### src/rtl/mixer_integrator.sv
// Integrate-and-dump low-pass stage after the square-wave mixer: sums whole
// oscillator periods aligned to phase-counter wrap and emits one scaled, saturated sample per window.
//
// state     | meaning
// ----------+-----------------------------------------------------------
// IDLE      | disabled; accumulator and period count held at zero
// ALIGN     | enabled, waiting for counterIn==0 to open the first window
// INTEGRATE | summing samples; dumps on the last boundary of the window
module mixer_integrator #(
  parameter int inBitDepth      = 15,
  parameter int counterBitDepth = 5,
  parameter int accBitDepth     = 32,
  parameter int outBitDepth     = 16,
  parameter int decimBitDepth   = 16
) (
  input  logic                              clk64,
  input  logic                              rst_n,
  input  logic                              enable,
  input  logic                              clearIn,
  input  logic signed [inBitDepth-1:0]      inWire,
  input  logic        [counterBitDepth-1:0] counterIn,
  input  logic        [decimBitDepth-1:0]   decimPeriods,
  input  logic        [4:0]                 shiftIn,
  output logic signed [outBitDepth-1:0]     outWire,
  output logic                              outValid,
  output logic                              overflow
);

  typedef enum logic [1:0] {IDLE, ALIGN, INTEGRATE} state_t;

  localparam logic signed [accBitDepth-1:0] ACC_MAX = {1'b0, {(accBitDepth-1){1'b1}}};
  localparam logic signed [accBitDepth-1:0] ACC_MIN = {1'b1, {(accBitDepth-1){1'b0}}};
  localparam logic signed [accBitDepth-1:0] OUT_MAX =
    {{(accBitDepth-outBitDepth+1){1'b0}}, {(outBitDepth-1){1'b1}}};
  localparam logic signed [accBitDepth-1:0] OUT_MIN =
    {{(accBitDepth-outBitDepth+1){1'b1}}, {(outBitDepth-1){1'b0}}};
  localparam logic [decimBitDepth-1:0] DECIM_ONE = decimBitDepth'(1);

  state_t                          state_q, state_d;
  logic signed [accBitDepth-1:0]   acc_q, acc_d;
  logic        [decimBitDepth-1:0] period_q, period_d;
  logic        [decimBitDepth-1:0] decim_q, decim_d;
  logic signed [accBitDepth-1:0]   dump_q, dump_d;
  logic                            dump_v_q, dump_v_d;
  logic signed [accBitDepth-1:0]   shifted_q, shifted_d;
  logic                            shift_v_q, shift_v_d;
  logic signed [outBitDepth-1:0]   out_q, out_d;
  logic                            valid_q, valid_d;
  logic                            ovf_q, ovf_d;

  logic                            boundary;
  logic signed [accBitDepth-1:0]   in_ext;
  logic signed [accBitDepth:0]     sum_wide;
  logic signed [accBitDepth-1:0]   acc_sum;
  logic                            acc_clip;
  logic        [decimBitDepth-1:0] decim_eff;
  logic                            last_period;
  logic                            out_hi, out_lo;

  always_comb begin
    boundary    = (counterIn == '0);
    in_ext      = {{(accBitDepth-inBitDepth){inWire[inBitDepth-1]}}, inWire};
    sum_wide    = {acc_q[accBitDepth-1], acc_q} + {in_ext[accBitDepth-1], in_ext};
    acc_clip    = (sum_wide[accBitDepth] != sum_wide[accBitDepth-1]);
    acc_sum     = sum_wide[accBitDepth-1:0];
    if (acc_clip) acc_sum = sum_wide[accBitDepth] ? ACC_MIN : ACC_MAX;
    decim_eff   = (decimPeriods == '0) ? DECIM_ONE : decimPeriods;
    last_period = (period_q == (decim_q - DECIM_ONE));
    out_hi      = (shifted_q > OUT_MAX);
    out_lo      = (shifted_q < OUT_MIN);
  end

  always_comb begin
    state_d   = state_q;
    acc_d     = acc_q;
    period_d  = period_q;
    decim_d   = decim_q;
    dump_d    = dump_q;
    dump_v_d  = 1'b0;
    shifted_d = shifted_q;
    shift_v_d = dump_v_q;
    out_d     = out_q;
    valid_d   = shift_v_q;
    ovf_d     = ovf_q;

    // Dump pipeline runs independently of enable so an in-flight result still lands.
    if (dump_v_q) shifted_d = dump_q >>> shiftIn;
    if (shift_v_q) begin
      if (out_hi)      out_d = OUT_MAX[outBitDepth-1:0];
      else if (out_lo) out_d = OUT_MIN[outBitDepth-1:0];
      else             out_d = shifted_q[outBitDepth-1:0];
      if (out_hi || out_lo) ovf_d = 1'b1;
    end

    if (clearIn) begin
      state_d   = enable ? ALIGN : IDLE;
      acc_d     = '0;
      period_d  = '0;
      ovf_d     = 1'b0;
      shift_v_d = 1'b0;
      valid_d   = 1'b0;
      out_d     = out_q;
    end else if (!enable) begin
      state_d  = IDLE;
      acc_d    = '0;
      period_d = '0;
    end else begin
      unique case (state_q)
        IDLE: begin
          state_d = ALIGN;
        end
        ALIGN: begin
          if (boundary) begin
            state_d  = INTEGRATE;
            acc_d    = in_ext;
            period_d = '0;
            decim_d  = decim_eff;
          end
        end
        INTEGRATE: begin
          if (boundary && last_period) begin
            // Window closes: the current sample opens the next window.
            dump_d   = acc_q;
            dump_v_d = 1'b1;
            acc_d    = in_ext;
            period_d = '0;
            decim_d  = decim_eff;
          end else begin
            acc_d = acc_sum;
            if (acc_clip) ovf_d = 1'b1;
            if (boundary) period_d = period_q + DECIM_ONE;
          end
        end
        default: state_d = IDLE;
      endcase
    end
  end

  always_ff @(posedge clk64 or negedge rst_n) begin
    if (!rst_n) begin
      state_q   <= IDLE;
      acc_q     <= '0;
      period_q  <= '0;
      decim_q   <= '0;
      dump_q    <= '0;
      dump_v_q  <= 1'b0;
      shifted_q <= '0;
      shift_v_q <= 1'b0;
      out_q     <= '0;
      valid_q   <= 1'b0;
      ovf_q     <= 1'b0;
    end else begin
      state_q   <= state_d;
      acc_q     <= acc_d;
      period_q  <= period_d;
      decim_q   <= decim_d;
      dump_q    <= dump_d;
      dump_v_q  <= dump_v_d;
      shifted_q <= shifted_d;
      shift_v_q <= shift_v_d;
      out_q     <= out_d;
      valid_q   <= valid_d;
      ovf_q     <= ovf_d;
    end
  end

  assign outWire  = out_q;
  assign outValid = valid_q;
  assign overflow = ovf_q;

endmodule

### config.mk
export PLATFORM = sky130hd
export DESIGN_NAME = mixer_integrator
export DESIGN_NICKNAME = d
export VERILOG_FILES = /design/src/rtl/mixer_integrator.sv
export SDC_FILE = /design/constraint.sdc
export NUM_CORES = 1
export LEC_CHECK = 0
export CORE_MARGIN = 2
export CORE_UTILIZATION = 45
export DETAILED_ROUTE_END_ITERATION = 10
export PLACE_DENSITY = 0.66
export SYNTH_ARGS = -nofsm -noshare
export SYNTH_HDL_FRONTEND = slang
export SYNTH_SLANG_ARGS = --single-unit
### constraint.sdc
create_clock -name clk64 -period 3.3 [get_ports clk64]
set_clock_uncertainty 0.1 [all_clocks]
set_input_delay 0.99 -clock clk64 [delete_from_list [all_inputs] [get_ports clk64]]
set_output_delay 0.99 -clock clk64 [all_outputs]
set_load 0.03 [all_outputs]
== Word-level counts from Yosys, hierarchy flattened ==
Cells that the tools add are included.

* Register bits after elaboration: 150
* Word-level logic and storage cells: 77
* Output and inout bits: 18
* Input bits: 45

* Multiplexer cells: 37
* Add/sub/neg operators: 3
* Order comparisons: 2
* Reduce and logical (&&, ||, !) cells: 12
* Bitwise logic cells: 1
* Shifts and indexed selects: 1
* Eq/ne operators: 10

{| class="wikitable"
|+ Operator list
! cell !! count
|-
| $mux W32 || 6
|-
| $mux W16 || 10
|-
| $pmux W16 S2 || 2
|-
| $pmux W32 S2 || 1
|-
| $add A32 B15 Y33 || 1
|-
| $gt A32 B16 Y1 const B || 1
|-
| $lt A32 B16 Y1 const B || 1
|-
| $sshr A32 B5 Y32 || 1
|-
| $add A16 B1 Y16 const B || 1
|-
| $eq A16 B16 Y1 || 1
|-
| $logic_not A16 Y1 || 1
|-
| $sub A16 B1 Y16 const B || 1
|-
| $mux W1 || 14
|-
| $mux W2 || 3
|-
| $pmux W2 S3 || 1
|-
| $reduce_and A2 Y1 || 3
|-
| $logic_not A5 Y1 || 1
|-
| $ne A5 B5 Y1 const B || 1
|-
| $reduce_and A5 Y1 || 1
|-
| $ne A2 B2 Y1 const B || 2
|-
| $ne A4 B1 Y1 const B || 1
|-
| $ne A4 B4 Y1 const B || 1
|-
| $reduce_and A4 Y1 || 1
|-
| $ne A3 B3 Y1 const B || 1
|-
| other kinds (9) || 9
|}

== Logic depth before layout (Yosys ltp) ==
Gate-level depths: netlist of the first run.

* Depth in word-level cells: 9
* Depth in mapped cells: 13
* Depth with buffers taken out: 11

== Least setup slack after synthesis of the first run ==
OpenSTA, ideal clock, no wires.

* Kind: input to register
* Start: input port inWire[0]
* End: register acc_q[19]
* Library setup time: 0.087 ns
* Required time: 3.113 ns
* Path buffers: 1
* Data arrival time: 3.652 ns
* Cell stages on the path: 12
* Setup slack: -0.538 ns
* Cell sequence: ha_1 -> fa_1 -> a211oi_1 -> o21ai_0 -> o311ai_0 -> nand4_1 -> a21oi_1 -> nor2_1 -> xor2_2 -> clkbuf_1 -> nor2_1 -> o211ai_1

* Word-level cells in the longest chain between the ends: 7
* Elaborated cells between the ends (all ways): 8
* Those cells by class: add/sub: 1; eq/ne: 1; mux: 6

{| class="wikitable"
|+ Ends and longest elaborated chain
! item !! RTL line !! text
|-
| from (decl) || 20 || <nowiki>input logic signed [inBitDepth-1:0] inWire,</nowiki>
|-
| $add A32 B15 Y33 * || 63 || <nowiki>sum_wide = {acc_q[accBitDepth-1], acc_q} + {in_ext[accBitDepth-1], in_ext};</nowiki>
|-
| $mux W32 / $ne A1 B1 Y1 (equally long branches) || 66, 64 ||
|-
| $mux W32 * || 66 || <nowiki>if (acc_clip) acc_sum = sum_wide[accBitDepth] ? ACC_MIN : ACC_MAX;</nowiki>
|-
| $mux W32 * || 121 || <nowiki>if (boundary && last_period) begin</nowiki>
|-
| $pmux W32 S2 * || 108 || <nowiki>unique case (state_q)</nowiki>
|-
| $mux W32 * || 103 || <nowiki>end else if (!enable) begin</nowiki>
|-
| $mux W32 * || 95 || <nowiki>if (clearIn) begin</nowiki>
|-
| to (signal assigned) || 142 || <nowiki>acc_q <= '0;</nowiki>
|-
| to (signal assigned) || 154 || <nowiki>acc_q <= acc_d;</nowiki>
|-
| to (decl) || 40 || <nowiki>logic signed [accBitDepth-1:0] acc_q, acc_d;</nowiki>
|}

Mark *: on every way between the ends. The rest lies on a longest branch, timed or not.
A chain may end at the register's enable or synchronous reset.

== Final worst setup path of the first run ==
* Start: input port inWire[1]
* End: register acc_q[14]

The elaborated chain is that of the path after synthesis.

==> results summary, run 1 <==
The number of flops mapped to enable cells by yosys came out at 0. The met1 global-route usage is 32.02%. The clock latency on the worst-skew pair came out at 0.43 ns. The horizontal die dimension is 155.0 microns. The cell depth of the worst hold path came out at 2.

The critical path contains buffers and inverters numbering 4 combined. The fraction of final layout cells sized beyond drive strength 1 is 29.89%. Across every metal layer, demand over resource in global routing totals 24.29%. The average wire per cell in the routed design came out at 17.29 microns. The footprint of the multi-input gates came out at 6670 sq um.

The total nets after synthesis came out at 1259. Pin placement for this block handled 63 I/O pins. The startpoint of the most critical setup path is inWire[1]. Across the VDD grid, the largest voltage drop is 0.3171 mV. The number of antenna violations at the first check in global routing was 0.

Setup violations remaining at the end of the flow were counted as 31. The initial utilization of the core area, before any placement, comes to 45.57%. The static leakage power is 6.333 nW. The count of buffers added on input and output ports is 62. The critical path's largest stage delay is 0.49 ns.

After layout, the worst path uses 104.2% of the clock period. After global routing the overflow that remains totals 0. After the first detailed-routing iteration, the DRC count stood at 662. For this design the ratio of total power to cell area is 375.2 nW/um^2. The number of hold-slack violations in the final timing report is 0. The antenna diode instance count came out at 0. The checks that failed: setup timing. The critical path launch point type is an input pin. After detailed routing, the number of vias per cell comes to 5.586.

The via count of the first global-routing pass is 9223. The clock root buffer is clkbuf_16. The synthesis warning total is 0. The number of different library cells in the post-synthesis netlist came out at 74.

The worst reg-to-reg path cell count came out at 13. The critical path goes through buf_6 > ha_4 > a211oi_4 > nor3_2 > o211ai_1 > buf_4 > a31oi_4 > a21oi_2 > a32oi_2 > nor2b_1 > a2111o_1 > buf_6 > buf_8 > o211ai_1. The met2 track utilization from global routing came out at 40.89%. The total non-filler cell area in the finished layout is 14090 sq um. The first global-routing pass estimated 46750 microns of wire. The vertical die dimension came out at 155.0 microns. The final route contains 9496 vias.

For the pin with the worst max-slew slack, the measured transition is 0.8366 ns. Sorting the synthesized cells by area gives the leading types as dfrtp_1 (37%), nand2_1 (7.9%), ha_1 (4.6%). In this run the most critical hold path is launched from outWire[2]. After routing, the total negative slack on setup checks comes to -2.084 ns.

The slowest stage of the critical path belongs to the cell a2111o_1. Entering global routing, the biggest net connects 57 pins. The number of H-tree branching levels came out at 4. The worst register-to-register path begins at acc_q[1].

The shortest period the worst path allows came out at 3.437 ns. The largest driver fanout on the critical path is 9. The post-synthesis sequential area ratio came out at 36.60%. Counting flops and latches in the post-synthesis netlist gives 150.

The number of iterations in the first detailed-routing pass is 6. The share of synthesized flip-flops with an asynchronous set or reset is 100.0%. Among all flip-flop cells after synthesis, the most frequent one is dfrtp_1. The pre-CTS setup slack is -0.9580 ns. The number of fill cells in the layout is 1901. The data required time of the worst path is 3.54 ns. The total placed instance area came out at 12410 sq um. For this run, global-route usage on met3 was measured as 4.875%.

The number of nets in the final layout is 1486. dfrtp_1 takes more of the synthesized area than any other cell. Across all setup checks in the final design, the least slack found is -0.1370 ns. The setup check on the worst reg-to-reg path leaves a slack of -0.01 ns. The flow ran to the end, but the final reports show violations.

The mapped netlist covers 10250 sq um. The cell class contributing the biggest share of worst-path delay is compound AO/OA/AOI/OAI gates. The CTS tree is built. The routability-driven placement congestion ratio came out at 0.9183. In this run the standard cell core region covers 22500 sq um. Headroom to the max-slew limit came out at 44.23%. The data arrival time of the worst path is 3.68 ns. The fraction of synthesized cell area taken by the top area cell type is 36.60%. The endpoint identified for the worst register-to-register timing path is acc_q[14].

The instance count of the mapped netlist is 1175. The aggregate routed wire length is 29400 microns. The floorplan step defined a die boundary enclosing 24010 sq um. The wire-length estimate of the detail-placed layout is 20230 microns. The synthesis-to-layout area growth came out at 37.45%. The count of hold-fix buffers inserted at cts is 0. The layer flagged by global routing as most heavily used is met2. In this run the deepest clock path goes through 2 buffers. The number of max-cap violations is 0. STA classifies the critical path endpoint as a flop. The area of all sequential standard cells is 3756 sq um. The maximum clock rate is 0.2909 GHz.

The path with the worst hold slack has its endpoint at outWire[2]. The critical path is of the input pin to flop type. The final max-slew violation count was 0. The path class of the tightest hold or removal check is flop to flop. The number of clock buffers inserted by TritonCTS is 17. The placement row count is 55. The count of unresolved DRC violations after routing is 0. The synthesized area divided by synthesized cell count came out at 8.728 sq um. The clock transition at the registers of the reported paths came out at 0.06 ns.

In this run the remaining antenna-violating nets after routing total 0. Setup repair after global routing could not meet its margin everywhere. The critical path crosses 14 cells after its start point.

The number of clock sinks seen by CTS came out at 150.
worst register-to-register path, delay by kind of cell (launching register included):
family	cells	cell delay, ns
flops	1	0.47
simple gates	2	0.24
compound gates	7	1.62
fa+ha+maj	1	0.30
buf+inv	3	0.49
cells in the mapped netlist, drive strengths merged (2+ instances only):
| cell type | instances |
|---|---|
| nor2 | 104 |
| and2 | 5 |
| nand2 | 218 |
| nand2b | 8 |
| buf | 26 |
| clkbuf | 42 |
| o311ai | 2 |
| mux2i | 40 |
| o21a | 23 |
| xnor2 | 26 |
| a22oi | 15 |
| a21oi | 69 |
| nand3 | 24 |
| a211oi | 12 |
| mux4 | 15 |
| nor2b | 11 |
| nand4 | 13 |
| a21o | 15 |
| o21ai | 107 |
| dfrtp | 150 |
| mux2 | 25 |
| nor4 | 14 |
| a221oi | 3 |
| nor3 | 18 |
| or3 | 7 |
| xor2 | 25 |
| ha | 38 |
| o31ai | 4 |
| a41oi | 3 |
| inv | 29 |
| a22o | 3 |
| o21bai | 4 |
| or4 | 4 |
| and3 | 7 |
| o22ai | 2 |
| a31oi | 11 |
| o211ai | 35 |
report_power, final:
group          switching (mW)  leakage (nW)  total, mW  internal, mW
Combinational           0.630          4.11       1.27         0.636
Clock                   0.781         0.280       1.97          1.19
Sequential              0.124          1.94       2.05          1.93
cell type report:
class / instances / share of cell area, %
Clock buffer: 20 / 3.098
Inverter: 30 / 0.8522
Timing Repair Buffer: 274 / 18.46
Tap cell: 285 / 2.530
Sequential cell: 150 / 26.65
Clock inverter: 12 / 1.092
Multi-Input combinational cell: 929 / 47.32
worst max-delay path by stage:
stage,to,slack [ns]
after floorplan,acc_q[19],-0.17
after global placement,acc_q[14],-0.82
after detailed placement,acc_q[14],-0.96
after CTS,acc_q[15],-0.009
after global routing,acc_q[14],-0.19
final,acc_q[14],-0.14
routing by layer:
layer,up-vias,wire length [microns]
li1,4672,-
met1,4575,13020
met2,210,14490
met3,39,1258
met4,0,629
met5,-,0
cells in the final DEF, fill, tap and decap left out, drive strengths merged, types with 4 or more instances in the layout:
master and count:
nand2 220, buf 216, dfrtp 150, o21ai 107
nor2 104, a21oi 69, clkdlybuf4s50 41, mux2i 40
ha 38, o211ai 35, inv 31, clkbuf 28
xnor2 26, xor2 25, mux2 25, nand3 24
o21a 23, nor3 18, a21o 15, mux4 15
a22oi 15, nor4 14, nand4 13, a211oi 12
a31oi 11, nor2b 11, nand2b 8, and3 7
or3 7, and2 5, clkinv 5, clkdlybuf4s15 5
o21bai 4, o31ai 4, or4 4
stage by stage:
stage	power [mW]	cells	hold slack (ns)	utilization (%)
2_1_floorplan	2.767	1175	0.3448	-
3_3_place_gp	3.177	1623	0.3606	55.16
3_5_place_dp	3.194	1623	0.3686	55.16
4_1_cts	5.237	1685	0.3820	60.88
5_1_grt	5.531	1700	0.4030	62.64
6_report	5.288	1700	0.3748	62.64
kinds of logic after synthesis:
group                      count (synthesis)  synth area share, %
adders and majority gates                 39                4.832
xor gates and xnor gates                  52                4.649
AOI/OAI and AO/OA                        318                20.42
buffers and inverters                     98                4.502
DFF                                      150                36.60
muxes                                     80                10.24
and+or+nand+nor                          438                18.75
repair_timing:
| action | 4_1_cts | 5_1_grt |
|---|---|---|
| gates resized for setup | 124 | 71 |
| cloned | 8 | 7 |
| setup buffers | 23 | 10 |
| pin swaps | 35 | 53 |
| setup endpoints to repair | 78 | 82 |
sequential cells by signal, summed over array words and instances (netlist names):
signal / count
acc_q: 32
decim_q: 16
dump_q: 32
dump_v_q: 1
outValid: 1
outWire: 16
overflow: 1
period_q: 16
shift_v_q: 1
shifted_q: 32
state_q: 2
Note: power is estimated with default switching activity, not from simulation.
==> inputs of run 2 (changes only) <==
--- a/constraint.sdc
+++ b/constraint.sdc
@@ -3,3 +3,3 @@
 set_input_delay 0.99 -clock clk64 [delete_from_list [all_inputs] [get_ports clk64]]
 set_output_delay 0.99 -clock clk64 [all_outputs]
-set_load 0.03 [all_outputs]
+set_load 0.005 [all_outputs]
==> results of run 2 <==
The final DEF is identical to that of run 1. Status: complete, but fails checks: setup timing.
